`config.mk`:
```
export PLATFORM = sky130hd
export DESIGN_NAME = switch_led_bank
export DESIGN_NICKNAME = d
export VERILOG_FILES = /design/src/rtl/switch_led_bank.sv
export SDC_FILE = /design/constraint.sdc
export NUM_CORES = 1
export LEC_CHECK = 0
export CAP_MARGIN = 20
export CORE_AREA = 8 8 118 120
export CTS_CLUSTER_SIZE = 40
export DETAILED_ROUTE_END_ITERATION = 7
export DIE_AREA = 0 0 126 128
export PLACE_DENSITY = 0.67
export SLEW_MARGIN = 20
export SYNTH_ARGS = -nofsm -noshare
export SYNTH_HDL_FRONTEND = slang
export SYNTH_SLANG_ARGS = --single-unit
```
`constraint.sdc`:
```
create_clock -name i_Clk -period 1.9 [get_ports i_Clk]
set_input_delay 0.38 -clock i_Clk [delete_from_list [all_inputs] [get_ports i_Clk]]
set_output_delay 0.38 -clock i_Clk [all_outputs]
set_load 0.05 [all_outputs]
```
`src/rtl/switch_led_bank.sv`:
```
// Switch-to-LED bank: per-channel synchroniser and debouncer, press detection,
// toggle/latch state and a shared blink generator, mapped to LEDs by mode.
module switch_led_bank #(
  parameter int NUM_CH            = 4,
  parameter int DEBOUNCE_CYCLES   = 250000,
  parameter int BLINK_HALF_CYCLES = 6250000
) (
  input  logic              i_Clk,
  input  logic              i_Rst_L,
  input  logic [NUM_CH-1:0] i_Switch,
  input  logic [1:0]        i_Mode,
  input  logic              i_Clear,
  output logic [NUM_CH-1:0] o_LED,
  output logic [NUM_CH-1:0] o_Debounced,
  output logic [NUM_CH-1:0] o_Press
);

  localparam int CntW   = (DEBOUNCE_CYCLES > 1) ? $clog2(DEBOUNCE_CYCLES) : 1;
  localparam int BlinkW = (BLINK_HALF_CYCLES > 1) ? $clog2(BLINK_HALF_CYCLES) : 1;
  localparam logic [CntW-1:0]   CntMax   = CntW'(DEBOUNCE_CYCLES - 1);
  localparam logic [BlinkW-1:0] BlinkMax = BlinkW'(BLINK_HALF_CYCLES - 1);

  typedef enum logic [1:0] {
    ModeFollow = 2'b00,
    ModeToggle = 2'b01,
    ModeBlink  = 2'b10,
    ModeLatch  = 2'b11
  } mode_e;

  logic [NUM_CH-1:0] sync1_q, sync2_q;
  logic [NUM_CH-1:0] stable_q, stable_d;
  logic [NUM_CH-1:0] press_q, press_d;
  logic [NUM_CH-1:0] toggle_q, toggle_d;
  logic [NUM_CH-1:0] latch_q, latch_d;
  logic [CntW-1:0]   count_q [NUM_CH];
  logic [CntW-1:0]   count_d [NUM_CH];
  logic [BlinkW-1:0] blinkCnt_q, blinkCnt_d;
  logic              phase_q, phase_d;

  // Any mismatch shorter than the debounce window drops the count back to 0.
  always_comb begin
    stable_d = stable_q;
    press_d  = '0;
    for (int c = 0; c < NUM_CH; c++) begin
      count_d[c] = '0;
      if (sync2_q[c] != stable_q[c]) begin
        if (count_q[c] == CntMax) begin
          stable_d[c] = sync2_q[c];
          press_d[c]  = sync2_q[c];
        end else begin
          count_d[c] = count_q[c] + 1'b1;
        end
      end
    end
    toggle_d = i_Clear ? '0 : (toggle_q ^ press_d);
    latch_d  = i_Clear ? '0 : (latch_q | press_d);
  end

  always_comb begin
    blinkCnt_d = blinkCnt_q + 1'b1;
    phase_d    = phase_q;
    if (blinkCnt_q == BlinkMax) begin
      blinkCnt_d = '0;
      phase_d    = ~phase_q;
    end
  end

  always_ff @(posedge i_Clk or negedge i_Rst_L) begin
    if (!i_Rst_L) begin
      sync1_q    <= '0;
      sync2_q    <= '0;
      stable_q   <= '0;
      press_q    <= '0;
      toggle_q   <= '0;
      latch_q    <= '0;
      blinkCnt_q <= '0;
      phase_q    <= 1'b0;
      for (int c = 0; c < NUM_CH; c++) count_q[c] <= '0;
    end else begin
      sync1_q    <= i_Switch;
      sync2_q    <= sync1_q;
      stable_q   <= stable_d;
      press_q    <= press_d;
      toggle_q   <= toggle_d;
      latch_q    <= latch_d;
      blinkCnt_q <= blinkCnt_d;
      phase_q    <= phase_d;
      for (int c = 0; c < NUM_CH; c++) count_q[c] <= count_d[c];
    end
  end

  always_comb begin
    o_LED = stable_q;
    case (mode_e'(i_Mode))
      ModeFollow: o_LED = stable_q;
      ModeToggle: o_LED = toggle_q;
      ModeBlink:  o_LED = stable_q & {NUM_CH{phase_q}};
      ModeLatch:  o_LED = latch_q;
      default:    o_LED = stable_q;
    endcase
  end

  assign o_Debounced = stable_q;
  assign o_Press     = press_q;

endmodule

```
# == Word level (Yosys, flattened, before mapping) ==
# Index checks and enable logic that the tools add are counted.
# totals
regBits,120
in_bits,9
output_inout_bits,12
wordCells,61
# op_classes
add_sub_neg,5
eq_ne,12
n_mux,20
n_bitwise,4
reduce_logical,5
# ops
cell,n
18-bit two-way mux,8
18-bit by 1-bit adder with 18-bit output (second input constant),4
18-bit == test (second input constant),4
23-bit by 1-bit adder with 23-bit output (second input constant),1
23-bit == test (second input constant),1
23-bit two-way mux,1
4-bit case mux with 4 select lines,1
1-bit two-way mux,8
4-bit two-way mux,2
2-bit AND reduction,4
4-bit AND,1
2-bit == test (second input constant),2
1-bit inequality test,4
4-bit OR,1
4-bit bitwise XOR,1
2-bit by 1-bit == test with 1-bit output (second input constant),1
2-bit logical NOT,1
1-bit inverter,1

# == Logic depth before layout (Yosys ltp) ==
# depth
ltp_word,5
depth_mapped,7
ltp_nobuf,5

# == Worst setup path after synthesis ==
# No wires, ideal clock.
# synth_timing
kind,in2out
startpoint,input port i_Mode[0]
endpoint,output port o_LED[0]
t_arrival_ns,1.605
path_slack_ns,-0.085
path_stages,3
path_buffers,1
path_cell_list,clkbuf_1 > o22ai_1 > a21oi_1
# synth_via
elab_chain_cells,2
elab_cells_between_ends,5
classes_between,eq/ne (3); mux (1); reduce/logical (1)
# synth_lines
element,line_no,rtl
from (decl),11,"input logic [1:0] i_Mode,"
2-bit == test (tied with other cells),94,case (mode_e'(i_Mode))
4-bit case mux with 4 select lines (*),94,
to (decl),13,"output logic [NUM_CH-1:0] o_LED,"
# Every way passes the cells marked *; elsewhere a longest branch is shown, timed or not.

==> impl_results.md <==
* Mapped Cells at 563
* Initial core utilization at 46.7%
* Final wirelength at 12.0 mm
* Max IR drop VDD at 0.600 mV
* Clk sinks at 120
* Async set-reset flop share out of synthesis at 100%
* Syn_area_per_cell at 10.1 um^2
* DRT iter0 DRCs at 306
* Total negative slack at -2.64 ps
* Buffers and inverters on the worst path at 0
* Vias per inst at 5.60
* All-Layer GR Usage at 15.8%
* Crit-path cells: ha_2, nand4_1, or3_4, or4_4, a21oi_2
* Syn Nets at 577
* Mapped cell area at 5700 um^2
* Post-synth EDFFs at 0
* WP data arrival at 2240 ps
* Core footprint at 12200 um^2
* Clk Latency, worst-skew pair at 410 ps
* Top delay family on crit path: simple AND/OR/NAND/NOR gates
* Std cell rows at 41
* Largest net degree at the start of global routing at 40
* Max clock buf depth at 2
* Max Cap Viol at 0
* Setup crit end kind: flip-flop
* Final net count at 658
* Violated checks: setup timing
* Register area share after synthesis at 52.7%
* Worst path slowest cell: or4_4
* DP Area at 6510 um^2
* Fmax at 526 MHz
* Post-Place Setup Slack at -59.8 ps
* WL/cell at 14.9 um
* HPWL Detailed at 8.37 mm
* Final Skew at 9.31 ps
* WHS at 369 ps
* Tmin final at 1900 ps
* Main area contributors after synthesis: dfrtp_1 (53%), nor2_1 (5.1%), xnor2_1 (5.1%)
* I/O pins at 21
* Worst Hold Class: reg2reg
* Worst setup startpoint: count_q[55]$_DFF_PN0_
* CP Max Fanout at 4
* Top-count cell post-synth: dfrtp_1
* Synth top area share at 52.7%
* Final instance area at 7210 um^2
* Post-synth top cells: dfrtp_1 (120), nor2_1 (77), nand2_1 (36)
* H-tree depth at 4
* DRC at 0
* Slew Limit Fails at 0
* Port buffer count at 20
* Outcome: finished, violations left
* Critical Path Max Stage Delay at 490 ps
* Critical path class: reg2reg
* Vias in the first global route at 4424
* Hold_sp: sync1_q[3]$_DFF_PN0_
* Vias at 4519
* Diode count at 0
* First-pass GRT wire length at 20.7 mm
* TritonCTS Buffers at 17
* Part of the cycle the worst path needs at 100%
* CTS tree: built
* Area grow syn2layout at 26.5%
* Post-route ant nets at 0
* Die H at 128 um
* R2R Path Start: count_q[55]$_DFF_PN0_
* Slew @ Worst Pin at 524 ps
* Final hold violations at 0
* Warnings, synthesis at 0
* Initial antenna violation count at 0
* Worst slew margin at 65.1%
* LEAKAGE at 3.04 nW
* Die X-Extent at 126 um
* Yosys reg bits at 120
* Worst setup SP type: flip-flop
* Pwr Total at 0.00595 W
* GP Congestion at 0.814
* CTS clk-pin slew, worst paths at 60 ps
* Die Area at 16100 um^2
* Power Density at 825 nW/um^2
* Synth cell types at 44
* Unrepaired setup endpoints after global routing: true
* Setup WS post-layout at -2.64 ps
* Top FF cell, synth: dfrtp_1
* Share of layout cells above drive strength 1 at 21.3%
* Synth area leader: dfrtp_1
* CP Data Required Time at 2240 ps
* Initial DRT Pass Iterations at 4
* Final setup violation count at 1
* Remaining Overflow, GRT at 0
* CTS Root Cell: clkbuf_16
-- layout by cell type, fill, tap and decap left out, drive strengths merged, types with 14 or more instances in the layout --
| master | count |
|---|---|
| dfrtp | 120 |
| nor2 | 77 |
| buf | 63 |
| nand3 | 38 |
| nand2 | 36 |
| xnor2 | 33 |
| xor2 | 32 |
| a21oi | 28 |
| nand4 | 22 |
| o21ai | 19 |
| or3 | 18 |
| or4 | 18 |
| clkbuf | 17 |
| nor4 | 14 |
-- flip-flops by register name (all words and copies together), names as in the netlist --
| name | count |
|---|---|
| count_q | 72 |
| blinkCnt_q | 23 |
| latch_q | 4 |
| o_Debounced | 4 |
| o_Press | 4 |
| sync1_q | 4 |
| sync2_q | 4 |
| toggle_q | 4 |
| phase_q | 1 |
-- final timing paths --
path                       slack [ps]  cells past startpoint               endpoint
max                                -3                      5  count_q[70]$_DFF_PN0_
min                               370                      0   sync2_q[3]$_DFF_PN0_
max reg2reg                        -3                      5  count_q[70]$_DFF_PN0_
min reg2reg                       370                      0   sync2_q[3]$_DFF_PN0_
max in group asynchronous         720                      3  count_q[23]$_DFF_PN0_
min in group asynchronous         480                      2   count_q[9]$_DFF_PN0_
-- timing repair --
action,in CTS,in global routing
pin swaps,3,4
setup endpoints to repair,8,25
hold endpoints to repair,33,0
gates resized for setup,9,22
hold buffers,1,0
setup buffers,0,2
-- per-layer routing --
metal	vias to the layer above	GRT usage, %	routed length [um]
li1	2190	-	-
met2	62	26.4	6150
met5	-	0	0
met4	0	6.58	133
met1	2257	19.1	5320
met3	10	4.16	425
-- kinds of logic after synthesis --
| kind of cell | count (synthesis) | synth area share, % |
|---|---|---|
| AOI/OAI and AO/OA | 70 | 7.46 |
| xor gates and xnor gates | 65 | 9.98 |
| adders and majority gates | 5 | 1.10 |
| buffers and inverters | 23 | 1.69 |
| DFF | 120 | 52.7 |
| muxes | 10 | 1.84 |
| and+or+nand+nor | 270 | 25.3 |
-- per-stage QoR --
stage | std cells | util [%]
floorplan | 563 | -
global placement | 772 | 53.3
detailed placement | 772 | 53.3
CTS | 805 | 58.2
global route | 807 | 59.1
finish | 807 | 59.1
-- power by group --
part / internal [W] / switching, W
Clock: 0.00193 / 0.00116
Combinational: 0.000106 / 0.000146
Sequential: 0.00259 / 0.0000264
Total: 0.00462 / 0.00133
-- cell type report --
type | instances | area (um^2)
clock buffer | 17 | 425
fill | 1037 | 5000
sequential | 120 | 3010
timing repair buffer | 74 | 684
clock inverter | 15 | 155
tap | 150 | 188
inverter | 11 | 41.3
multi-input combinational | 420 | 2710
(Power assumes the default switching activity.)
